==> src/rtl/forward_ctrl_pkg.sv <==
// Shared pipeline definitions: operand-mux forward codes and the per-stage
// destination tag carried through EX/MEM and MEM/WB.
package forward_ctrl_pkg;

  localparam logic [1:0] FWD_NONE  = 2'b00;
  localparam logic [1:0] FWD_EXMEM = 2'b01;
  localparam logic [1:0] FWD_MEMWB = 2'b10;
  localparam logic [1:0] FWD_MEMDI = 2'b11;

  localparam int REG_W = 5;

  typedef struct packed {
    logic             valid;
    logic [REG_W-1:0] rd;
    logic             we;
    logic             ld;
    logic             jmp;
  } tag_t;

  // A stage can only supply an operand the EX instruction really reads;
  // x0 is hardwired zero so it never forwards.
  function automatic logic tag_hit(input tag_t t, input logic [REG_W-1:0] rs,
                                   input logic use_rs, input logic ex_valid);
    return t.valid & t.we & (t.rd != '0) & (t.rd == rs) & use_rs & ex_valid;
  endfunction

endpackage

==> src/rtl/forward_ctrl_fwd_match.sv <==
// Per-operand forward selection: picks the youngest matching producer and
// reports a load-use hazard when the producer's data is not yet available.
module fwd_match
  import forward_ctrl_pkg::*;
#(
  parameter bit LOAD_STALL = 1'b0
) (
  input  logic             i_ex_valid,
  input  logic [REG_W-1:0] i_rs,
  input  logic             i_use_rs,
  input  tag_t             i_exmem,
  input  tag_t             i_memwb,
  output logic [1:0]       o_code,
  output logic             o_jmp,
  output logic             o_stall
);

  logic w_hit_exmem;
  logic w_hit_memwb;
  logic w_unused;

  assign w_hit_exmem = tag_hit(i_exmem, i_rs, i_use_rs, i_ex_valid);
  assign w_hit_memwb = tag_hit(i_memwb, i_rs, i_use_rs, i_ex_valid);
  // By MEM/WB a load's data and a jump's link value are already in the result.
  assign w_unused    = i_memwb.ld ^ i_memwb.jmp;

  always_comb begin
    o_code  = FWD_NONE;
    o_jmp   = 1'b0;
    o_stall = 1'b0;
    if (w_hit_exmem) begin
      if (i_exmem.ld) begin
        if (LOAD_STALL) o_stall = 1'b1;
        else            o_code  = FWD_MEMDI;
      end else begin
        o_code = FWD_EXMEM;
        o_jmp  = i_exmem.jmp;
      end
    end else if (w_hit_memwb) begin
      o_code = FWD_MEMWB;
    end
  end

endmodule

==> src/rtl/forward_ctrl.sv <==
// Forwarding control: tracks destination tags of the two instructions ahead
// of EX and drives operand mux selects, load-use stall and an event counter.
module forward_ctrl
  import forward_ctrl_pkg::*;
#(
  parameter bit LOAD_STALL = 1'b0,
  parameter int CNT_W      = 16
) (
  input  logic             CLK,
  input  logic             RST,
  input  logic             EX_VALID,
  input  logic             FLUSH,
  input  logic [REG_W-1:0] EX_RS1,
  input  logic [REG_W-1:0] EX_RS2,
  input  logic             EX_USE_RS1,
  input  logic             EX_USE_RS2,
  input  logic [REG_W-1:0] EX_RD,
  input  logic             EX_WE,
  input  logic             EX_LD,
  input  logic             EX_JMP,
  output logic [1:0]       FWD_A,
  output logic [1:0]       FWD_B,
  output logic             JMP_A,
  output logic             JMP_B,
  output logic             STALL,
  output logic [CNT_W-1:0] FWD_CNT
);

  tag_t             r_exmem;
  tag_t             r_memwb;
  logic [CNT_W-1:0] r_cnt;

  logic             w_stall_a;
  logic             w_stall_b;
  logic             w_stall;
  logic             w_any_fwd;

  fwd_match #(.LOAD_STALL(LOAD_STALL)) u_match_a (
    .i_ex_valid (EX_VALID),
    .i_rs       (EX_RS1),
    .i_use_rs   (EX_USE_RS1),
    .i_exmem    (r_exmem),
    .i_memwb    (r_memwb),
    .o_code     (FWD_A),
    .o_jmp      (JMP_A),
    .o_stall    (w_stall_a)
  );

  fwd_match #(.LOAD_STALL(LOAD_STALL)) u_match_b (
    .i_ex_valid (EX_VALID),
    .i_rs       (EX_RS2),
    .i_use_rs   (EX_USE_RS2),
    .i_exmem    (r_exmem),
    .i_memwb    (r_memwb),
    .o_code     (FWD_B),
    .o_jmp      (JMP_B),
    .o_stall    (w_stall_b)
  );

  assign w_stall   = w_stall_a | w_stall_b;
  assign w_any_fwd = (FWD_A != FWD_NONE) | (FWD_B != FWD_NONE);
  assign STALL     = w_stall;
  assign FWD_CNT   = r_cnt;

  // A stalled or flushed EX instruction enters EX/MEM as a bubble; the
  // stalled one is re-presented next cycle by the upstream pipeline.
  always_ff @(posedge CLK) begin
    if (RST) begin
      r_exmem <= '0;
      r_memwb <= '0;
      r_cnt   <= '0;
    end else begin
      r_exmem.valid <= EX_VALID & ~FLUSH & ~w_stall;
      r_exmem.rd    <= EX_RD;
      r_exmem.we    <= EX_WE;
      r_exmem.ld    <= EX_LD;
      r_exmem.jmp   <= EX_JMP;
      r_memwb       <= r_exmem;
      if (w_any_fwd && (r_cnt != '1))
        r_cnt <= r_cnt + CNT_W'(1);
    end
  end

endmodule

==> config.mk <==
export PLATFORM = sky130hd
export DESIGN_NAME = forward_ctrl
export DESIGN_NICKNAME = d
export VERILOG_FILES = /design/src/rtl/forward_ctrl_pkg.sv /design/src/rtl/forward_ctrl_fwd_match.sv /design/src/rtl/forward_ctrl.sv
export SDC_FILE = /design/constraint.sdc
export NUM_CORES = 1
export LEC_CHECK = 0
export ABC_AREA = 1
export BUFFER_PORTS_ARGS = -buffer_cell sky130_fd_sc_hd__buf_2
export CAP_MARGIN = 30
export CORE_MARGIN = 5
export CORE_UTILIZATION = 35
export CTS_CLUSTER_DIAMETER = 60
export DETAILED_ROUTE_END_ITERATION = 7
export PLACE_DENSITY = 0.57
export SYNTH_ARGS = -nofsm -noshare
export SYNTH_HDL_FRONTEND = slang
export SYNTH_HIERARCHICAL = 1
export SYNTH_SLANG_ARGS = --single-unit
==> constraint.sdc <==
create_clock -name CLK -period 1.83 [get_ports CLK]
set_clock_uncertainty 0.15 [all_clocks]
set_input_delay 0.2745 -clock CLK [delete_from_list [all_inputs] [get_ports CLK]]
set_output_delay 0.2745 -clock CLK [all_outputs]
set_load 0.01 [all_outputs]
==> summary.txt, run 1 <==
Route
  – Routed Antenna Nets: 0
  – DRC: 0
  – Routed length per instance: around 11 microns
  – Detailed Route Iter0 Violations: 77
  – Vias/cell: 4.41
  – Final wirelength: around 5000 microns
  – Vias: ~2100
  – First drt pass iteration count: 4

STA
  – Fmax: around 510 MHz
  – Slew Limit Fails: 0
  – Crit path time final: around 2.0 ns
  – RSZ-0062 raised after global routing: yes
  – Final-report hold violation count: 0
  – Final setup viols: 20
  – Fin Hold WS: ~0.035 ns
  – Tcrit/Tclk final: 1.07
  – Setup ws final: -0.135 ns

Clock network
  – Worst-skew pair later-pin latency: between 0.2 and 0.3 ns
  – Clock transition at path regs: approximately 0.070 ns
  – Clock sink total: 32
  – Num CTS Buffers: 5
  – TritonCTS clock tree: built
  – CTS H-tree lvls: 2
  – CTS Root Buffer Type: clkbuf_8
  – Max clock buf depth: 2

Final layout
  – Multi-input logic area: around 0.0012 sq mm
  – Layout Nets: between 400 and 500
  – Fillcell total: ~630
  – Layout area overhead: 32.8%
  – Layout Cells excl Fill: about 480
  – Layout cells sized above 1: 0.321
  – Ant diodes: 0
  – Storage cell area: 654 sq um

GRT
  – Grt ovf: 0
  – Global-route wire length before repair: between 8000 and 9000 microns
  – GRT Overall Usage: 0.145
  – Largest net degree at the start of global routing: 18
  – Initial antenna violation count: 0
  – Vias in the first global route: a little under 2000

Die
  – Initial Utilization: 0.363
  – Core footprint: 0.00557 sq mm
  – Die area: roughly 0.0074 sq mm
  – Rows: 27
  – Die Span Y: about 86 microns
  – Die width: 86.0 microns
  – # IOs: 47

Pwr
  – Sw Ratio: 0.244
  – Lkg Pwr: between 1 and 1.5 nW
  – Pwr dens: 580 mW/mm^2
  – Sequential Power Share: 0.468
  – Power share of the combinational group: 0.100
  – VDD IR-drop max: approximately 0.33 mV
  – Clk pwr share: 0.432
  – Switching pwr: 0.000380 W
  – Internal Power: ~0.0012 W

Yosys
  – Mean Syn Cell Area: 5.83 sq um
  – Cell count after synthesis: between 300 and 400
  – Post-Synthesis Cell Area: 0.00202 sq mm
  – Syn_nets: between 300 and 400
  – Synth warn: 6

Critical path
  – Cell Chain, Critical Path: nand2_2 -> a21oi_2 -> nand2_1 -> nor2_2 -> nand4_1 -> nand2_1 -> inv_2 -> buf_6 -> buf_6
  – Type of destination of the critical path: output pin
  – Worst setup SP type: flop
  – WP data arrival: 1.54 ns
  – Crit-path max cell delay: roughly 0.36 ns
  – Slowest-stage cell, CP: dfxtp_2
  – Max FO, Critical Path: 3
  – Critical Path RT: 1.41 ns
  – WS Path Type: reg2out

Status
  – Failing checks: negative setup slack
  – Status: finished with violations

Placed design
  – RD Place Congestion: 0.815
  – Post-place setup slack: -0.205 ns
  – Post-Place Cells: around 470
  – Port Buf Inserts: 45
  – DP HPWL: 3910 microns

Job
  – Max-Cap Viols: 0

Min path
  – Hold Crit Class: in2reg
final cells by class:
class / instances / area share
multi-input combinational: 241 / 0.443
sequential: 32 / 0.244
timing repair buffer: 58 / 0.137
inverter: 66 / 0.102
tap: 72 / 0.0335
clock buffer: 6 / 0.0270
clock inverter: 2 / 0.0130
sequential cells by signal, indices dropped and copies added (netlist names):
name,count
r_memwb,7
r_exmem,9
FWD_CNT,16
routing by layer:
metal	vias up	global-route usage	wire (microns)
met4	0	0.0345	48
met1	933	0.190	2420
met2	32	0.235	2390
met5	-	0	0
li1	1134	-	-
met3	6	0.0413	264
critical path, delay by kind of cell (launching register included):
family,cells,cell delay [ns]
compound gates,1,0.11
buf+inv,3,0.27
flops,1,0.36
simple gates,5,0.52
power groups by stage:
stage,clock [W],sequential [W],combinational [W]
2_1_floorplan,0,0.000744,0.0000939
3_3_place_gp,0,0.000745,0.000149
3_5_place_dp,0,0.000745,0.000150
4_1_cts,0.000691,0.000729,0.000155
5_1_grt,0.000722,0.000732,0.000178
6_report,0.000674,0.000729,0.000156
cells in the final DEF (no fill, tap or decap):
cell type,instances
nand2_4,1
inv_1,50
nand3_4,2
nand2_1,107
dfxtp_1,25
buf_4,9
dfxtp_2,5
xor2_1,1
conb_1,2
or2_2,1
nand3b_1,1
ha_1,1
o21ai_1,2
nor2_1,54
a21oi_2,2
nand3_2,5
buf_6,8
clkbuf_8,5
bufinv_16,1
clkinv_8,2
clkbuf_1,1
inv_4,1
a21oi_1,7
dlygate4sd3_1,1
inv_2,13
nand4_4,1
clkinv_2,1
nand4_1,2
nor2_4,9
nor2_2,15
dfxtp_4,2
nand2_2,5
nor3_1,1
o21ai_0,1
buf_2,40
nand3_1,19
nor3_2,2
metrics by stage:
stage / cell area, sq um / utilization / total power (W) / TNS, ns
global route: 2690 / 0.482 / 0.00163 / -5.14
finish: 2690 / 0.482 / 0.00156 / -1.26
global placement: 2370 / 0.426 / 0.000894 / -2.56
detailed placement: 2370 / 0.426 / 0.000895 / -2.44
CTS: 2580 / 0.462 / 0.00157 / -1.98
floorplan: 2030 / - / 0.000838 / 0
what timing repair did:
action                     in CTS  in global routing
setup endpoints to repair      22                 22
pin swaps                      15                 22
hold buffers                    1                  0
hold endpoints to repair        1                  0
gates cloned                    0                  0
resized for setup              29                 29
buffers inserted                0                  1
path summary, 6_finish.rpt:
| kind | from | to | slack (ns) | cells after the start |
|---|---|---|---|---|
| max reg2reg | r_exmem[8] | FWD_CNT[8] | -0.08 | 15 |
| min | EX_RD[2] | r_exmem[5] | 0.04 | 3 |
| min reg2reg | r_exmem[2] | r_memwb[2] | 0.30 | 2 |
| max | r_exmem[8] | FWD_B[1] | -0.13 | 9 |
Power figures use the tool's default switching activity.
==> run 2, diff against run 1 <==
Settings changed: MAX_ROUTING_LAYER set to met4.
==> run 2 against run 1 <==
Effect of this change: the run still ends with negative setup slack left; sequential power is essentially flat; sequential share of layout area is the same; critical endpoint unchanged; largest cell class unchanged; critical path type unchanged; register-to-register slack is essentially flat; wire length grew 0.27%; via count grew 0.43%; design area is the same; non-clock buffer count is the same.
==> summary.txt, run 2 (synthesis results as in run 1) <==
STA
  – Fmax: 509 MHz (about the same)
  – Crit path time final: 1.97 ns (+0.000529 ns)
  – Setup ws final: -0.135 ns (-0.000529 ns)
  – Slew Limit Fails: 0 (unchanged)
  – Final-report hold violation count: 0 (unchanged)
  – Tcrit/Tclk final: 1.07 (about the same)
  – RSZ-0062 raised after global routing: yes
  – Final setup viols: 20 (unchanged)
  – Fin Setup TNS: -1.29 ns (-0.0241 ns)
  – Fin Hold WS: 0.0352 ns (-0.0000486 ns)

Route
  – Final wirelength: 5140 microns (+0.27%)
  – First drt pass iteration count: 4 (unchanged)
  – Vias: 2114 (+0.43%)
  – Detailed Route Iter0 Violations: 80 (+3.9%)
  – Vias/cell: 4.43 (+0.43%)
  – Routed length per instance: 10.8 microns (+0.27%)
  – DRC: 0 (unchanged)
  – Routed Antenna Nets: 0 (unchanged)

Critical path
  – Cell Chain, Critical Path: nand2_2 -> a21oi_2 -> nand2_1 -> nor2_2 -> nand4_1 -> nand2_1 -> inv_2 -> buf_6 -> buf_6
  – Slowest-stage cell, CP: dfxtp_2
  – Type of destination of the critical path: output pin
  – Max FO, Critical Path: 3 (unchanged)
  – WP data arrival: 1.54 ns (about the same)
  – Buf+Inv Stages, Crit Path: 3 (unchanged)
  – Crit-path max cell delay: 0.36 ns (about the same)
  – Crit path max-delay family: simple AND/OR/NAND/NOR gates
  – Critical Path RT: 1.41 ns (about the same)
  – WS Path Type: reg2out
  – Worst setup SP type: flop

Placed design
  – DP HPWL: 3910 microns (unchanged)
  – RD Place Congestion: 0.827 (+1.5%)
  – Placed Area: 0.00237 sq mm (unchanged)
  – Port Buf Inserts: 45 (unchanged)

GRT
  – GRT Overall Usage: 0.149 (+0.00424)
  – Vias in the first global route: 1928 (+0.10%)
  – Grt ovf: 0 (unchanged)
  – Global-route wire length before repair: 8680 microns (-0.16%)
  – Initial antenna violation count: 0 (unchanged)
  – Largest net degree at the start of global routing: 18 (unchanged)

Die
  – Die area: 0.00740 sq mm (unchanged)
  – Die width: 86.0 microns (unchanged)
  – # IOs: 47 (unchanged)
  – Rows: 27 (unchanged)
  – Die Span Y: 86.0 microns (unchanged)
  – Core footprint: 0.00557 sq mm (unchanged)
  – Initial Utilization: 0.363 (unchanged)

Clock network
  – TritonCTS clock tree: built
  – CTS H-tree lvls: 2 (unchanged)
  – Clock sink total: 32 (unchanged)
  – Max clock buf depth: 2 (unchanged)
  – Clock transition at path regs: 0.07 ns (about the same)
  – Worst-skew pair later-pin latency: 0.28 ns (about the same)
  – Num CTS Buffers: 5 (unchanged)
  – CTS Root Buffer Type: clkbuf_8

Pwr
  – VDD IR-drop max: 0.326 mV (about the same)
  – Lkg Pwr: 1.33 nW (unchanged)
  – Pwr dens: 580 mW/mm^2 (about the same)

Final layout
  – Multi-input logic area: 0.00119 sq mm (unchanged)
  – Layout cells sized above 1: 0.321 (unchanged)
  – Highest-count cells in the layout ignoring fill and taps: nand2_1, nor2_1, inv_1
  – Ant diodes: 0 (unchanged)
  – Layout Nets: 429 (unchanged)
  – Commonest non-fill, non-tap cell in the layout: nand2_1
  – Final core utilization: 0.482 (unchanged)
  – Layout area overhead: 32.8% (unchanged)
  – Storage cell area: 654 sq um (unchanged)
  – Max reg flops: 16 (unchanged)
  – Fillcell total: 627 (unchanged)
  – Finished Cell Area: 0.00269 sq mm (unchanged)

Min path
  – Hold Crit Class: in2reg

Status
  – Failing checks: negative setup slack
  – Status: finished with violations

Job
  – Max-Cap Viols: 0 (unchanged)
-- run 2: worst min-delay path: stages --
cell	delay (ns)
buf_2	0.09
inv_1	0.04
nor2_1	0.03
-- run 2: per-layer routing --
metal | GRT usage | part of all wire
met3 | 0.0375 | 0.045
met2 | 0.235 | 0.47
met5 | - | 0
met1 | 0.193 | 0.48
met4 | 0.0345 | 0.0090
-- run 2: path summary, 6_finish.rpt --
path,start,end,slack (ns),cells after the start
worst max-delay path,r_exmem[8],FWD_B[1],-0.14,9
worst min-delay path,EX_RD[2],r_exmem[5],0.04,3
worst max register to register,r_exmem[8],FWD_CNT[8],-0.08,15
worst min register to register,r_exmem[2],r_memwb[2],0.30,2
-- run 2: where the power goes --
group	switching (W)	internal (W)	total (W)
Combinational	0.0000924	0.0000632	0.000156
Clock	0.000270	0.000404	0.000674
Sequential	0.0000178	0.000712	0.000729
Total	0.000380	0.00118	0.00156
-- run 2: timing repair --
action                                  CTS  global route
gates resized for setup                  29            29
endpoints found under the setup margin   22            22
pin swaps                                15            22
hold buffers                              1             0
hold endpoints to repair                  1             0
setup buffers                             0             1
-- run 2: cell type report --
| cell class | count | share of cell area |
|---|---|---|
| Clock inverter | 2 | 0.0130 |
| Tap cell | 72 | 0.0335 |
| Multi-Input combinational cell | 241 | 0.443 |
| Sequential cell | 32 | 0.244 |
| Inverter | 66 | 0.102 |
| Timing Repair Buffer | 58 | 0.137 |
| Clock buffer | 6 | 0.0270 |
-- run 2: stage by stage --
step                      std cells  total power (W)  setup WS [ns]
final                           477          0.00156         -0.135
after global routing            477          0.00163         -0.294
after CTS                       476          0.00157         -0.143
after detailed placement        467         0.000895         -0.205
after global placement          467         0.000894         -0.214
after floorplan                 347         0.000838         0.0108
